==> config.mk <==
export PLATFORM = sky130hd
export DESIGN_NAME = ex_mem
export DESIGN_NICKNAME = d
export VERILOG_FILES = /design/src/rtl/ex_mem_pkg.sv /design/src/rtl/ex_mem.sv
export SDC_FILE = /design/constraint.sdc
export NUM_CORES = 1
export LEC_CHECK = 0
export BUFFER_PORTS_ARGS = -buffer_cell sky130_fd_sc_hd__buf_2
export CAP_MARGIN = 40
export CORE_AREA = 2 2 101 103
export CTS_CLUSTER_SIZE = 20
export DETAILED_ROUTE_END_ITERATION = 8
export DIE_AREA = 0 0 103 105
export PLACE_DENSITY = 0.86
export SETUP_SLACK_MARGIN = 0.05
export SLEW_MARGIN = 15
export SYNTH_ARGS = -nofsm -noshare
export SYNTH_HDL_FRONTEND = slang
export SYNTH_SLANG_ARGS = --single-unit
==> constraint.sdc <==
create_clock -name clk -period 4.6 [get_ports clk]
set_input_delay 0.92 -clock clk [delete_from_list [all_inputs] [get_ports clk]]
set_output_delay 0.92 -clock clk [all_outputs]
set_load 0.02 [all_outputs]
==> src/rtl/ex_mem_pkg.sv <==
// Shared definitions for the execute/memory pipeline boundary.
// Holds bus widths, stall vector bit positions, NOP encodings and the
// per-edge action decode used by ex_mem.
package ex_mem_pkg;

  localparam int REG_BUS        = 32;
  localparam int REG_ADDR_BUS   = 5;
  localparam int ALU_OP_BUS     = 8;
  localparam int DOUBLE_REG_BUS = 64;

  localparam int STALL_EX  = 3;
  localparam int STALL_MEM = 4;

  localparam logic [REG_ADDR_BUS-1:0] NOP_REG_ADDR = '0;
  localparam logic [ALU_OP_BUS-1:0]   EXE_NOP_OP   = '0;

  // What the boundary register does on a given clock edge.
  typedef enum logic [1:0] {
    ACT_FLUSH  = 2'd0,
    ACT_BUBBLE = 2'd1,
    ACT_HOLD   = 2'd2,
    ACT_PASS   = 2'd3
  } stage_action_e;

  // Flush beats everything; a stalled execute with a running memory stage
  // injects a bubble; both stalled freezes; an unstalled execute passes
  // (including the never-seen ex-running/mem-stalled combination).
  function automatic stage_action_e decode_action(input logic flush,
                                                  input logic ex_stall,
                                                  input logic mem_stall);
    stage_action_e act;
    if (flush)
      act = ACT_FLUSH;
    else if (ex_stall && !mem_stall)
      act = ACT_BUBBLE;
    else if (ex_stall && mem_stall)
      act = ACT_HOLD;
    else
      act = ACT_PASS;
    return act;
  endfunction

endpackage

==> src/rtl/ex_mem.sv <==
// ex_mem: pipeline register between execute and memory-access stages.
// Implements the stall/flush protocol for this boundary and, when the
// EX_MEM_HILO_EN macro is defined, carries HI/LO results plus the
// two-cycle multiply-accumulate state fed back to execute.
module ex_mem
  import ex_mem_pkg::*;
(
  input  logic                        clk,
  input  logic                        rst,
  input  logic [5:0]                  stall,
  input  logic                        flush,
  input  logic [REG_ADDR_BUS-1:0]     ex_wd,
  input  logic                        ex_wreg,
  input  logic [REG_BUS-1:0]          ex_wdata,
  input  logic [ALU_OP_BUS-1:0]       ex_aluop,
  input  logic [REG_BUS-1:0]          ex_mem_addr,
  input  logic [REG_BUS-1:0]          ex_reg2,
`ifdef EX_MEM_HILO_EN
  input  logic                        ex_whilo,
  input  logic [REG_BUS-1:0]          ex_hi,
  input  logic [REG_BUS-1:0]          ex_lo,
  input  logic [DOUBLE_REG_BUS-1:0]   hilo_i,
  input  logic [1:0]                  cnt_i,
  output logic                        mem_whilo,
  output logic [REG_BUS-1:0]          mem_hi,
  output logic [REG_BUS-1:0]          mem_lo,
  output logic [DOUBLE_REG_BUS-1:0]   hilo_o,
  output logic [1:0]                  cnt_o,
`endif
  output logic [REG_ADDR_BUS-1:0]     mem_wd,
  output logic                        mem_wreg,
  output logic [REG_BUS-1:0]          mem_wdata,
  output logic [ALU_OP_BUS-1:0]       mem_aluop,
  output logic [REG_BUS-1:0]          mem_mem_addr,
  output logic [REG_BUS-1:0]          mem_reg2,
  output logic                        mem_valid
);

  stage_action_e action;

  // Only the execute and memory stall bits matter at this boundary.
  logic unused_stall_bits;
  assign unused_stall_bits = ^{stall[5], stall[2:0]};

  // Decode this edge's action from flush and the two relevant stall bits.
  always_comb begin
    action = decode_action(flush, stall[STALL_EX], stall[STALL_MEM]);
  end

  // GPR / memory-access fields and the valid flag.
  always_ff @(posedge clk or posedge rst) begin
    if (rst) begin
      mem_wd       <= NOP_REG_ADDR;
      mem_wreg     <= 1'b0;
      mem_wdata    <= '0;
      mem_aluop    <= EXE_NOP_OP;
      mem_mem_addr <= '0;
      mem_reg2     <= '0;
      mem_valid    <= 1'b0;
    end else begin
      case (action)
        ACT_PASS: begin
          mem_wd       <= ex_wd;
          mem_wreg     <= ex_wreg;
          mem_wdata    <= ex_wdata;
          mem_aluop    <= ex_aluop;
          mem_mem_addr <= ex_mem_addr;
          mem_reg2     <= ex_reg2;
          mem_valid    <= 1'b1;
        end
        ACT_HOLD: begin
        end
        default: begin
          mem_wd       <= NOP_REG_ADDR;
          mem_wreg     <= 1'b0;
          mem_wdata    <= '0;
          mem_aluop    <= EXE_NOP_OP;
          mem_mem_addr <= '0;
          mem_reg2     <= '0;
          mem_valid    <= 1'b0;
        end
      endcase
    end
  end

`ifdef EX_MEM_HILO_EN
  // HI/LO result fields follow the same pass/hold/bubble rules as GPR fields.
  always_ff @(posedge clk or posedge rst) begin
    if (rst) begin
      mem_whilo <= 1'b0;
      mem_hi    <= '0;
      mem_lo    <= '0;
    end else begin
      case (action)
        ACT_PASS: begin
          mem_whilo <= ex_whilo;
          mem_hi    <= ex_hi;
          mem_lo    <= ex_lo;
        end
        ACT_HOLD: begin
        end
        default: begin
          mem_whilo <= 1'b0;
          mem_hi    <= '0;
          mem_lo    <= '0;
        end
      endcase
    end
  end

  // Accumulator state is only kept while execute is stalled alone; any
  // pass-through or flush discards it so a new op starts from zero.
  always_ff @(posedge clk or posedge rst) begin
    if (rst) begin
      hilo_o <= '0;
      cnt_o  <= 2'b00;
    end else begin
      case (action)
        ACT_BUBBLE: begin
          hilo_o <= hilo_i;
          cnt_o  <= cnt_i;
        end
        ACT_HOLD: begin
        end
        default: begin
          hilo_o <= '0;
          cnt_o  <= 2'b00;
        end
      endcase
    end
  end
`endif

endmodule

==> results by group <==
Timing
  – Final Skew: 0 ns
  – Fin crit share: 48.4%
  – Setup TNS: 0 ns
  – Final worst slack: 2.37 ns
  – Max-slew headroom: 53.8%
  – Crit path time final: 2.23 ns
  – Worst-Margin Slew: ~0.7 ns
  – Final Hold Vio Count: 0
  – Final slew viol count: 0
  – Unrepaired setup endpoints after global routing: no
  – Setup violations, final: 0
  – Top achievable clock speed: 449 MHz

Logic synthesis
  – FF+latch count, synth: ~110
  – Top post-synthesis cells by area: dfrtp_1, a32o_1, buf_6, buf_2, clkbuf_1
  – Distinct cells, synth: 11
  – Syn_nets: about 380
  – Post-synthesis sequential area ratio: 67.0%
  – Avg Inst Size Synth: 15.8 um2
  – Syn. warnings: 0
  – Area leader, netlist: dfrtp_1
  – Area share of the largest cell type after synthesis: between 60% and 70%
  – Mapped Area: 4140 um2
  – Post-synthesis instance total: about 260

Power
  – Worst vdd ir: 0.178 mV
  – Leakage dissipation: between 2 and 3 nW
  – Cell Pwr Density: roughly 350 nW/um2
  – Sw frac: 26.1%
  – P_int: 0.00144 W
  – Logic pwr share: 14.5%
  – Register share of total power: 53.6%
  – Sw power: 0.000509 W
  – Clock power share: 31.8%

Placement
  – Cell count after placement: 593
  – I/O Buffers: 225
  – Place WS: 1.98 ns
  – GP Congestion: 0.729
  – Post-DP HPWL: 7270 um

Setup path
  – Worst Path Arrival: 2.52 ns
  – Crit start category: input pin
  – Crit-path max FO: 58
  – CP Data Required Time: 4.89 ns
  – Setup Crit Path Kind: input pin to flop
  – CP endpoint kind: flop

GRT
  – Vias in the first global route: roughly 3.4k
  – GRT Overall Usage: 19.8%
  – Initial antenna violation count: 1
  – Largest net degree at the start of global routing: 59
  – Global route overflow: 0
  – First-pass GRT wire length: 16,900 um

Route
  – Routed vias/inst: 5.62
  – Max layer used: met4
  – Final antenna-violating net count: 0
  – Drt first pass iters: 5
  – Met3 WL: 1030 um
  – WL/cell: roughly 18 um
  – Vias: 3,427
  – DR DRC count: 0
  – Routed length on met1: between 4000 and 5000 um
  – Routed wl met2: 5300 um
  – 1st-iter DRT viols: 180
  – Final wirelength: 10,800 um

Layout
  – Fin cells: 610
  – Layout cells sized above 1: between 50 and 60%
  – Fin nets: 590
  – Post-layout util: 57.7%
  – Area Growth Syn to Fin: 34.2%

Die
  – Starting Density: 43.0%
  – Height of the die: 105 um
  – Die area: 10,800 um2
  – Row Count: 36
  – Die width: between 100 and 150 um
  – Core ar.: 9640 um2
  – # IOs: 230

Flow run
  – Max-cap violations: 0

CTS
  – CTS root buffer: clkbuf_8
  – TritonCTS clock tree: built
  – H-tree levels: 3
  – TritonCTS Sinks: 111
  – Cells resized by post-CTS repair: 0
  – Clock buffer depth: 2
  – Hold-fix buffers, CTS: 0
  – Clock latency on the worst-skew pair: 0.35 ns
  – TritonCTS Buffers: 9
  – Post-CTS Setup Repair Bufs: 0
  – Clock transition at path regs: 0.09 ns

Min path
  – Worst Hold Class: flop to flop

Status
  – Status: complete, no violations
power groups by stage:
| stage | Sequential [W] | Combinational, W | Clock, W |
|---|---|---|---|
| after detailed placement | 0.00106 | 0.000287 | 0 |
| after floorplan | 0.00112 | 0.000103 | 0 |
| after CTS | 0.00104 | 0.000287 | 0.000636 |
| final | 0.00104 | 0.000283 | 0.000620 |
| after global routing | 0.00105 | 0.000307 | 0.000685 |
| after global placement | 0.00106 | 0.000269 | 0 |
synthesized netlist by cell type, drive strengths merged:
master / n
a21oi: 1
a32o: 110
buf: 28
clkbuf: 8
dfrtp: 111
inv: 1
nand2: 1
nor2: 1
nor2b: 2
path summary, 6_finish.rpt:
path / start / to / slack [ns] / cells after the start
hold reg to reg: mem_mem_addr[27] / mem_mem_addr[27] / 0.52 / 1
max in group asynchronous: rst / mem_reg2[29] / 3.17 / 3
hold / removal: mem_mem_addr[27] / mem_mem_addr[27] / 0.52 / 1
setup reg to reg: mem_reg2[25] / mem_reg2[25] / 3.83 / 1
setup / recovery: stall[3] / mem_wdata[8] / 2.37 / 6
min in group asynchronous: rst / mem_mem_addr[6] / 0.56 / 2
registers in the layout, summed over array words and instances, names as in the netlist:
register,flops
mem_aluop,8
mem_mem_addr,32
mem_wdata,32
mem_valid,1
mem_wd,5
mem_wreg,1
mem_reg2,32
metal layers:
metal | GRT usage (%) | vias to the layer above
met5 | 0 | -
met4 | 7.80 | 0
met3 | 6.15 | 20
met2 | 32.7 | 184
met1 | 23.7 | 1710
li1 | - | 1513
cells by family (layout without fill, tap and decap cells):
logic type | after synthesis | count (layout) | synth area share [%]
and+or+nand+nor | 4 | 4 | 0.483
buffers and inverters | 37 | 250 | 5.77
DFF | 111 | 111 | 67.0
AOI/OAI and AO/OA | 111 | 111 | 26.7
other | 0 | 1 | 0
worst max-delay path, cell delays in order:
cell	delay (ns)
buf_2	0.11
buf_4	0.30
nor2_4	0.16
buf_4	0.49
buf_12	0.32
a32o_1	0.18
through the flow:
stage          power (W)  hold slack, ns  area (um2)
2_1_floorplan    0.00123           0.615        4140
3_3_place_gp     0.00133           0.498        5260
3_5_place_dp     0.00135           0.505        5350
4_1_cts          0.00197           0.528        5560
5_1_grt          0.00204           0.537        5560
6_report         0.00195           0.524        5560
area by class of cell:
type / instances / area, um2
multi-input combinational: 115 / 1150
antenna: 1 / 2.50
clock buffer: 12 / 135
inverter: 1 / 6.26
clock inverter: 4 / 70.1
timing repair buffer: 233 / 1250
sequential: 111 / 2780
fill: 809 / 4080
tap: 133 / 166
cells in the final DEF, fill, tap and decap left out:
master	n
a21oi_1	1
a32o_1	110
buf_12	2
buf_16	2
buf_2	225
buf_4	4
bufinv_16	2
clkbuf_1	3
clkbuf_8	9
clkinv_2	2
dfrtp_1	111
diode_2	1
inv_4	1
nand2_1	1
nor2_4	1
nor2b_4	2
Note: power is estimated with default switching activity, not from simulation.
